### config.mk
export PLATFORM = sky130hd
export DESIGN_NAME = encoder_layer_1_attention_self_value_weight_sink_flat
export DESIGN_NICKNAME = d
export VERILOG_FILES = /design/src/rtl/encoder_layer_1_attention_self_value_weight_sink_if.sv /design/src/rtl/encoder_layer_1_attention_self_value_weight_sink.sv /design/src/flat_wrapper.sv
export SDC_FILE = /design/constraint.sdc
export NUM_CORES = 1
export LEC_CHECK = 0
export CORE_MARGIN = 3
export CORE_UTILIZATION = 56
export CTS_CLUSTER_DIAMETER = 60
export DETAILED_ROUTE_END_ITERATION = 8
export GPL_TIMING_DRIVEN = 0
export PLACE_DENSITY = 0.79
export SLEW_MARGIN = 10
export SYNTH_ARGS = -nofsm -noshare
export SYNTH_HDL_FRONTEND = slang
export SYNTH_SLANG_ARGS = --single-unit
### constraint.sdc
create_clock -name clk -period 6 [get_ports clk]
set_input_delay 0.6 -clock clk [delete_from_list [all_inputs] [get_ports clk]]
set_output_delay 0.6 -clock clk [all_outputs]
set_load 0.005 [all_outputs]
### src/rtl/encoder_layer_1_attention_self_value_weight_sink_if.sv
// Value-weight sink bus: write-side stream (data_in/valid/ready) plus the ROM-style read port.
// The master modport is the producer/consumer side; the slave modport is the sink itself.
interface encoder_layer_1_attention_self_value_weight_sink_if #(
    parameter int DATA_W = 16,
    parameter int AWIDTH = 6
);
    logic [DATA_W-1:0] data_in;
    logic              data_in_valid;
    logic              data_in_ready;
    logic              rd_valid;
    logic [AWIDTH-1:0] rd_addr;
    logic              rd_ce;
    logic [DATA_W-1:0] rd_q;
    logic              rd_release;

    modport master (
        output data_in, data_in_valid, rd_addr, rd_ce, rd_release,
        input  data_in_ready, rd_valid, rd_q
    );

    modport slave (
        input  data_in, data_in_valid, rd_addr, rd_ce, rd_release,
        output data_in_ready, rd_valid, rd_q
    );
endinterface

### src/rtl/encoder_layer_1_attention_self_value_weight_sink.sv
// Ping-pong tensor sink: packs stream beats into two RAM banks and serves a full bank via a 2-stage read port.
// Optional sticky protocol checker enabled by ENCODER_LAYER_1_VALUE_WEIGHT_SINK_ERR_EN.
module encoder_layer_1_attention_self_value_weight_sink #(
    parameter int VALUE_WEIGHT_TENSOR_SIZE_DIM_0 = 32,
    parameter int VALUE_WEIGHT_TENSOR_SIZE_DIM_1 = 1,
    parameter int VALUE_WEIGHT_PRECISION_0       = 16,
    parameter int VALUE_WEIGHT_PRECISION_1       = 3,
    parameter int VALUE_WEIGHT_PARALLELISM_DIM_0 = 1,
    parameter int VALUE_WEIGHT_PARALLELISM_DIM_1 = 1,
    parameter int IN_DEPTH = (VALUE_WEIGHT_TENSOR_SIZE_DIM_0 / VALUE_WEIGHT_PARALLELISM_DIM_0)
                           * (VALUE_WEIGHT_TENSOR_SIZE_DIM_1 / VALUE_WEIGHT_PARALLELISM_DIM_1),
    parameter int AWIDTH   = $clog2(IN_DEPTH) + 1
) (
    input  logic clk,
    input  logic rst,
    encoder_layer_1_attention_self_value_weight_sink_if.slave bus
`ifdef ENCODER_LAYER_1_VALUE_WEIGHT_SINK_ERR_EN
    ,
    output logic err
`endif
);
    localparam int DATA_W     = VALUE_WEIGHT_PRECISION_0 * VALUE_WEIGHT_PARALLELISM_DIM_0
                              * VALUE_WEIGHT_PARALLELISM_DIM_1;
    localparam int PTR_W      = (IN_DEPTH > 1) ? $clog2(IN_DEPTH) : 1;
    localparam int BANK_WORDS = 1 << PTR_W;

    // Fractional bits are only carried through; they must still fit inside an element.
    if (VALUE_WEIGHT_PRECISION_1 > VALUE_WEIGHT_PRECISION_0) begin : g_bad_frac
        $error("fractional width exceeds element width");
    end

    logic [DATA_W-1:0] mem [2*BANK_WORDS];
    logic [PTR_W-1:0]  wr_ptr;
    logic              wr_bank;
    logic              rd_bank;
    logic [1:0]        full;
    logic [1:0]        full_next;
    logic              accept;
    logic              last_beat;
    logic              release_ok;
    logic              addr_ok;
    logic [DATA_W-1:0] rd_q_p0;
    logic [DATA_W-1:0] rd_q_p1;

    assign bus.data_in_ready = !rst && !full[wr_bank];
    assign bus.rd_valid      = !rst && full[rd_bank];
    assign accept            = bus.data_in_valid && bus.data_in_ready;
    assign last_beat         = (wr_ptr == PTR_W'(IN_DEPTH - 1));
    assign release_ok        = bus.rd_release && bus.rd_valid;
    assign addr_ok           = (bus.rd_addr < AWIDTH'(IN_DEPTH));

    // Completion of the write bank and release of the read bank always hit different banks.
    always_comb begin
        full_next = full;
        if (accept && last_beat) full_next[wr_bank] = 1'b1;
        if (release_ok)          full_next[rd_bank] = 1'b0;
    end

    always_ff @(posedge clk) begin
        if (rst) begin
            wr_ptr  <= '0;
            wr_bank <= 1'b0;
            rd_bank <= 1'b0;
            full    <= 2'b00;
        end else begin
            full <= full_next;
            if (accept) begin
                if (last_beat) begin
                    wr_ptr  <= '0;
                    wr_bank <= ~wr_bank;
                end else begin
                    wr_ptr  <= wr_ptr + 1'b1;
                end
            end
            if (release_ok) rd_bank <= ~rd_bank;
        end
    end

    always_ff @(posedge clk) begin
        if (accept) mem[{wr_bank, wr_ptr}] <= bus.data_in;
    end

    // Read stage 0: bank RAM output, bank selected at capture time.
    always_ff @(posedge clk) begin
        if (rst) begin
            rd_q_p0 <= '0;
        end else if (bus.rd_ce) begin
            rd_q_p0 <= addr_ok ? mem[{rd_bank, bus.rd_addr[PTR_W-1:0]}] : '0;
        end
    end

    // Read stage 1: output register.
    always_ff @(posedge clk) begin
        if (rst) begin
            rd_q_p1 <= '0;
        end else if (bus.rd_ce) begin
            rd_q_p1 <= rd_q_p0;
        end
    end

    assign bus.rd_q = rd_q_p1;

`ifdef ENCODER_LAYER_1_VALUE_WEIGHT_SINK_ERR_EN
    logic              stall_p0;
    logic [DATA_W-1:0] stall_data_p0;
    logic              err_event;

    // A stalled beat must stay valid and unchanged until it is accepted.
    always_ff @(posedge clk) begin
        if (rst) stall_p0 <= 1'b0;
        else     stall_p0 <= bus.data_in_valid && !bus.data_in_ready;
    end

    always_ff @(posedge clk) begin
        stall_data_p0 <= bus.data_in;
    end

    assign err_event = (bus.rd_release && !bus.rd_valid)
                     || (bus.rd_ce && !addr_ok)
                     || (stall_p0 && (!bus.data_in_valid || (bus.data_in != stall_data_p0)));

    always_ff @(posedge clk) begin
        if (rst)            err <= 1'b0;
        else if (err_event) err <= 1'b1;
    end
`endif
endmodule
### src/flat_wrapper.sv
// flat-port wrapper written by rule: the top's interface ports become plain ports
module encoder_layer_1_attention_self_value_weight_sink_flat 
#(
    parameter int VALUE_WEIGHT_TENSOR_SIZE_DIM_0 = 32,
    parameter int VALUE_WEIGHT_TENSOR_SIZE_DIM_1 = 1,
    parameter int VALUE_WEIGHT_PRECISION_0       = 16,
    parameter int VALUE_WEIGHT_PRECISION_1       = 3,
    parameter int VALUE_WEIGHT_PARALLELISM_DIM_0 = 1,
    parameter int VALUE_WEIGHT_PARALLELISM_DIM_1 = 1,
    parameter int IN_DEPTH = (VALUE_WEIGHT_TENSOR_SIZE_DIM_0 / VALUE_WEIGHT_PARALLELISM_DIM_0)
                           * (VALUE_WEIGHT_TENSOR_SIZE_DIM_1 / VALUE_WEIGHT_PARALLELISM_DIM_1),
    parameter int AWIDTH   = $clog2(IN_DEPTH) + 1
)
  (clk, rst, bus_data_in, bus_data_in_valid, bus_rd_addr, bus_rd_ce, bus_rd_release, bus_data_in_ready, bus_rd_valid, bus_rd_q);
  encoder_layer_1_attention_self_value_weight_sink_if #(.AWIDTH(AWIDTH)) bus_i ();
  input  logic clk;
  input  logic rst;
  input wire logic [$bits(bus_i.data_in)-1:0] bus_data_in;
  input wire logic [$bits(bus_i.data_in_valid)-1:0] bus_data_in_valid;
  input wire logic [$bits(bus_i.rd_addr)-1:0] bus_rd_addr;
  input wire logic [$bits(bus_i.rd_ce)-1:0] bus_rd_ce;
  input wire logic [$bits(bus_i.rd_release)-1:0] bus_rd_release;
  output wire logic [$bits(bus_i.data_in_ready)-1:0] bus_data_in_ready;
  output wire logic [$bits(bus_i.rd_valid)-1:0] bus_rd_valid;
  output wire logic [$bits(bus_i.rd_q)-1:0] bus_rd_q;
  assign bus_i.data_in = bus_data_in;
  assign bus_i.data_in_valid = bus_data_in_valid;
  assign bus_i.rd_addr = bus_rd_addr;
  assign bus_i.rd_ce = bus_rd_ce;
  assign bus_i.rd_release = bus_rd_release;
  assign bus_data_in_ready = bus_i.data_in_ready;
  assign bus_rd_valid = bus_i.rd_valid;
  assign bus_rd_q = bus_i.rd_q;
  encoder_layer_1_attention_self_value_weight_sink #(.VALUE_WEIGHT_TENSOR_SIZE_DIM_0(VALUE_WEIGHT_TENSOR_SIZE_DIM_0), .VALUE_WEIGHT_TENSOR_SIZE_DIM_1(VALUE_WEIGHT_TENSOR_SIZE_DIM_1), .VALUE_WEIGHT_PRECISION_0(VALUE_WEIGHT_PRECISION_0), .VALUE_WEIGHT_PRECISION_1(VALUE_WEIGHT_PRECISION_1), .VALUE_WEIGHT_PARALLELISM_DIM_0(VALUE_WEIGHT_PARALLELISM_DIM_0), .VALUE_WEIGHT_PARALLELISM_DIM_1(VALUE_WEIGHT_PARALLELISM_DIM_1), .IN_DEPTH(IN_DEPTH), .AWIDTH(AWIDTH)) u_core (.clk(clk), .rst(rst), .bus(bus_i));
endmodule
==> run summary <==
R2R Path End -> u_core.mem[35][7]
Most frequent cells in the layout -> 1024 x edfxtp_1, 272 x mux4_2, 105 x clkbuf_16
Synth Register Bits -> 1065
CTS Root Cell -> clkbuf_16
Hold path start -> bus_data_in[6]
CP Max Fanout -> 10
Post-DP HPWL -> 76700 um
Core ar. -> 0.0717 mm^2
Pre-Repair DR Iteration Count -> 8
Combinational power share -> 0.050
Initial drt markers -> 3932
Yosys top cell area share -> 0.756
DRC viols -> 0
Max_cap viols -> 0
Met3 WL -> 16300 um
Placed cell area -> 0.0437 mm^2
EDFF count, synth -> 1024
Clk sinks -> 1065
Cell count after synthesis -> 1830
Hold-fix buffers, CTS -> 0
Chip Width -> 276 um
M1 WL -> 39400 um
Worst hold path depth -> 1
Main synth FF type -> edfxtp_1
Via density per instance -> 6.98
CP startpoint kind -> input port
Pint -> 12.0 mW
Post-Synth Adder-Cell Area -> 0.000615
# port buffers -> 41
Outcome -> complete, no violations
Std cell rows -> 98
Main combinational cell family by area after synthesis -> multiplexers
Fin. Hold Viols -> 0
Tmin final -> 3890 ps
Hold EP -> u_core.mem[1][6]
Largest net degree at the start of global routing -> 49
Starting Density -> 0.567
Reg-to-reg startpoint -> u_core.wr_bank
CTS tree -> yes
Clk network pwr share -> 0.414
Sequential share of power -> 0.536
YS warnings -> 0
Psw -> 3.28 mW
Die Ht -> 276 um
Final setup vio count -> 0
Total gr overflow -> 0
Share of cells above drive strength 1 -> 0.302
Area contributors post-synth -> edfxtp_1 76%, mux4_2 15%, dfxtp_1 2.0%, mux2i_1 1.6%, nor2_1 0.93%
Synth cell types -> 47
Io pins -> 45
Commonest non-fill, non-tap cell in the layout -> edfxtp_1
HP Class -> in2reg
Setup TNS -> 0 ps
Num CTS Buffers -> 103
Mapped cell area -> 0.0407 mm^2
Antenna-violating nets left -> 0
Multiplexer area fraction after synthesis -> 0.168
Nets -> 2087
Reg clk slew, reported paths -> 60 ps
Layout Skew -> 33.1 ps
Switching part of the total -> 0.215
VDD IR max -> 0.248 mV
Reg2reg path depth -> 6
Initial antenna violation count -> 0
Slew headroom -> 0.0731
Final Cell Area -> 0.0470 mm^2
Met2 WL -> 53700 um
CTS H-tree depth -> 3
Synth Area in Simple Gates -> 0.0230
RSZ-0062 raised after global routing -> false
Via count -> 21600
Worst Path Required -> 6580 ps
GP Congestion -> 0.996
Top cell type by total area after synthesis -> edfxtp_1
Top layer in use -> met4
WL final -> 115000 um
Sequential fraction of the synthesis area -> 0.776
Xor-xnor portion of the synthesized cell area -> 0.000646
Clk buf depth -> 3
WS Path Type -> in2reg
Vias in the first global route -> 21500
# resized after CTS -> 0
Worst EP arrival -> 4470 ps
Leak pwr -> 14.9 nW
Max Slew Vio Count -> 0
Drt wl/cell -> 37.2 um
Final Cycle Share -> 0.648
Die footprint -> 0.0759 mm^2
Post-synthesis compound-gate area fraction -> 0.0196
CP Capture Type -> register
Syn avg cell area -> 22.2 um^2
Clk_lat worst skew -> 680 ps
Post-CTS Setup Inserts -> 0
First-pass GRT wire length -> 162000 um
Area grow syn2layout -> 15.5%
Synth Net Count -> 1859
Total Routing Usage GR -> 0.311
Power Dens Cells -> 324 mW/mm^2
Reg2reg setup slack -> 2420 ps
Max Freq -> 257 MHz
Synth async-reset ratio -> 0
Worst-Margin Slew -> 1390 ps
==> cell usage after synthesis (2+ instances only) <==
cell type  count
nand3b_1       4
a21oi_1        9
nor2b_1       13
a22oi_1       22
ha_1           2
buf_2         37
nand3_1       22
buf_4         13
a221oi_1       7
o22ai_1       10
mux2i_1       66
clkbuf_1      38
o21ai_0       23
buf_6          4
nor3_1         7
nor3b_1        3
a2111oi_0      3
and2_1         5
buf_1          7
nand4_1        2
xor2_1         3
a32oi_1        4
o211ai_1       7
a22o_1        20
nor4b_1        2
dfxtp_1       41
mux2_2         5
nand2b_1       6
nor2_1       101
mux4_2       272
edfxtp_1    1024
nand2_1       33
==> layout make-up <==
class / count / area (um^2)
Antenna cell: 1 / 2.50
Tap cell: 950 / 1190
Clock buffer: 124 / 2710
Multi-Input combinational cell: 666 / 8800
Timing Repair Buffer: 123 / 1670
Fill cell: 4409 / 24700
Sequential cell: 1065 / 31600
Buffer: 99 / 499
Clock inverter: 70 / 583
==> critical path: stages <==
cell	delay (ps)
clkdlybuf4s50_1	600
buf_2	350
buf_1	620
clkbuf_1	870
nor3_1	170
a2111oi_1	950
nand2_1	120
nand3_1	170
==> power by group through the flow <==
stage	combinational [mW]	sequential (mW)	clock, mW
6_report	0.761	8.17	6.31
4_1_cts	0.745	8.17	6.33
3_5_place_dp	0.737	8.33	0
5_1_grt	0.779	8.17	6.63
3_3_place_gp	0.687	8.35	0
2_1_floorplan	0.356	8.32	0
==> logic make-up (layout without fill, tap and decap cells) <==
kind of cell	count (synthesis)	in the layout
other	0	1
AO/OA/AOI/OAI	113	113
buffers and inverters	99	416
flip-flops	1065	1065
multiplexers	343	343
XOR/XNOR	3	3
AND/OR/NAND/NOR	205	205
adder cells (fa/ha/maj)	2	2
==> through the flow <==
step,setup WS (ps),instances,total power [mW],util,hold slack [ps]
6_report,2110,3098,15.2,0.656,363
5_1_grt,2170,3097,15.6,0.656,363
4_1_cts,2250,3097,15.2,0.655,341
3_5_place_dp,1580,2903,9.06,0.610,480
3_3_place_gp,1170,2821,9.03,0.590,471
2_1_floorplan,3170,1830,8.68,-,449
==> state kept, by name, summed over array words and instances, names as in the netlist <==
register         count
u_core.full          2
u_core.rd_q_p0      16
u_core.mem        1024
u_core.wr_ptr        5
u_core.bus.rd_q     16
u_core.rd_bank       1
u_core.wr_bank       1
==> worst max-delay path by stage <==
stage	start	depth (start not counted)	endpoint	slack (ps)
6_report	bus_rd_addr[3]	8	u_core.rd_q_p0[15]	2110
5_1_grt	bus_rd_addr[3]	8	u_core.rd_q_p0[15]	2170
4_1_cts	bus_rd_addr[3]	8	u_core.rd_q_p0[15]	2250
3_5_place_dp	bus_rd_addr[3]	8	u_core.rd_q_p0[15]	1580
3_3_place_gp	rst	5	u_core.mem[41][8]	1170
2_1_floorplan	rst	4	u_core.mem[41][0]	3170
==> layer usage <==
| layer | up-vias | track usage |
|---|---|---|
| li1 | 8194 | - |
| met1 | 11200 | 0.424 |
| met2 | 1917 | 0.472 |
| met3 | 350 | 0.0933 |
| met4 | 0 | 0.139 |
| met5 | - | 0.00257 |
Note: power is estimated with default switching activity, not from simulation.
==> RTL edit: new RTL, same settings <==
`VALUE_WEIGHT_TENSOR_SIZE_DIM_0` is set to 32 in 2 places; all go to 16.
--- a/src/rtl/encoder_layer_1_attention_self_value_weight_sink.sv
+++ b/src/rtl/encoder_layer_1_attention_self_value_weight_sink.sv
@@ -1,7 +1,7 @@
 // Ping-pong tensor sink: packs stream beats into two RAM banks and serves a full bank via a 2-stage read port.
 // Optional sticky protocol checker enabled by ENCODER_LAYER_1_VALUE_WEIGHT_SINK_ERR_EN.
 module encoder_layer_1_attention_self_value_weight_sink #(
-    parameter int VALUE_WEIGHT_TENSOR_SIZE_DIM_0 = 32,
+    parameter int VALUE_WEIGHT_TENSOR_SIZE_DIM_0 = 16,
     parameter int VALUE_WEIGHT_TENSOR_SIZE_DIM_1 = 1,
     parameter int VALUE_WEIGHT_PRECISION_0       = 16,
     parameter int VALUE_WEIGHT_PRECISION_1       = 3,
--- a/src/flat_wrapper.sv
+++ b/src/flat_wrapper.sv
@@ -1,7 +1,7 @@
 // flat-port wrapper written by rule: the top's interface ports become plain ports
 module encoder_layer_1_attention_self_value_weight_sink_flat 
 #(
-    parameter int VALUE_WEIGHT_TENSOR_SIZE_DIM_0 = 32,
+    parameter int VALUE_WEIGHT_TENSOR_SIZE_DIM_0 = 16,
     parameter int VALUE_WEIGHT_TENSOR_SIZE_DIM_1 = 1,
     parameter int VALUE_WEIGHT_PRECISION_0       = 16,
     parameter int VALUE_WEIGHT_PRECISION_1       = 3,
Ports: changed (resized bus_rd_addr); port bits go from 45 to 44. No check against the original RTL was run, so the function may have changed too.
==> RTL edit against the unedited design <==
- total power shrank 47%
- worst setup slack gained 330 ps
- die area fell by 46%
- area after synthesis is 47% lower
- sequential cell count fell by 513
- register-to-register slack better by 250 ps
- count of clock-buffer cells in the layout shrank 56
- maximum frequency increased by 9.4%
- worst hold slack improved by 150 ps
- combinational power down 51%
- global-route usage decreased by 5.0 points
- cell area is 47% lower
- routed wire length fell by 54%
- critical endpoint is now bus_rd_valid
- largest power group unchanged
==> RTL edit: results <==
[worst_hold_path]
hold_path.class = "flip-flop to flip-flop"
hold-path-cell-count = 2
worstHoldStart = "u_core.bus.rd_q[4]"

[routing]
wl_met1_um = 19800
wl_per_cell_um = 30.1
drt_pre_antenna_iters = 7
wirelength_um = 52700
routed-wl-met2_um = 25600

[synthesis]
syn_area_per_cell_um2 = 20.0
synth_edf_count = 512
ys_seq_area_share_pct = 75.3
synth_area_leaders = "edfxtp_1 (72%), mux4_2 (11%), mux2i_1 (4.1%)"
ys_top_cells_by_count = "edfxtp_1 (512), mux4_2 (105), mux2i_1 (88)"

[timing]
relSlewSlack_pct = 14.9
whs_ps = 509
skew_ps = 22.4

[critical_path]
worstRegToRegCells = 5
r2r_slack_ps = 2670

[place]
gp_congestion = 0.959
post-place-ws_ps = 2610
numPortBuffers = 39

[pwr]
switching_share_pct = 20.1
irDropWorstVdd_mv = 0.209
powerSeq_mw = 4.24

[global_route]
grt_pass1_wl_um = 76900
antenna_found_initial = 5

[clocking]
cts_htree_levels = 2
cts_buffers = 52

[layout]
largest_reg_flops = 512

[run_status]
status = "finished clean"
==> RTL edit: layout make-up <==
cell class,instances,area (um2)
sequential,552,16200
multi-input combinational,454,5020
tap,511,639
clock inverter,27,333
buffer,60,337
inverter,6,22.5
fill,2380,13000
timing repair buffer,70,818
clock buffer,68,1440
==> RTL edit: kinds of logic (layout without fill, tap and decap cells) <==
| logic type | Yosys count | after routing | share of synthesized area (%) |
|---|---|---|---|
| DFF | 552 | 552 | 75.3 |
| muxes | 200 | 200 | 15.6 |
| and+or+nand+nor | 160 | 160 | 3.91 |
| AOI/OAI and AO/OA | 88 | 88 | 3.16 |
| buffers and inverters | 66 | 231 | 1.67 |
| adders and majority gates | 4 | 4 | 0.233 |
| xor gates and xnor gates | 2 | 2 | 0.0816 |
==> RTL edit: layer usage <==
layer / track usage [%] / vias to the layer above
met5: 0 / -
met1: 36.1 / 5787
li1: - / 4639
met2: 42.1 / 679
met3: 6.33 / 128
met4: 7.77 / 6
==> RTL edit: worst max path at each step <==
stage	depth (start not counted)	slack, ps	endpoint	from
after global placement	6	2210	u_core.mem[9][0]	rst
after global routing	5	2390	bus_rd_valid	u_core.rd_bank
final	5	2440	bus_rd_valid	u_core.rd_bank
after floorplan	6	3470	u_core.mem[20][0]	rst
after detailed placement	8	2610	u_core.rd_q_p0[14]	bus_rd_addr[2]
after CTS	5	2480	bus_rd_valid	u_core.rd_bank
==> RTL edit: critical path, cell delays in order, from the launching register on <==
cell             delay, ps
dfxtp_1                470
clkbuf_1               580
buf_2                  420
mux2i_1                150
nor2_1                 210
clkdlybuf4s50_1        550
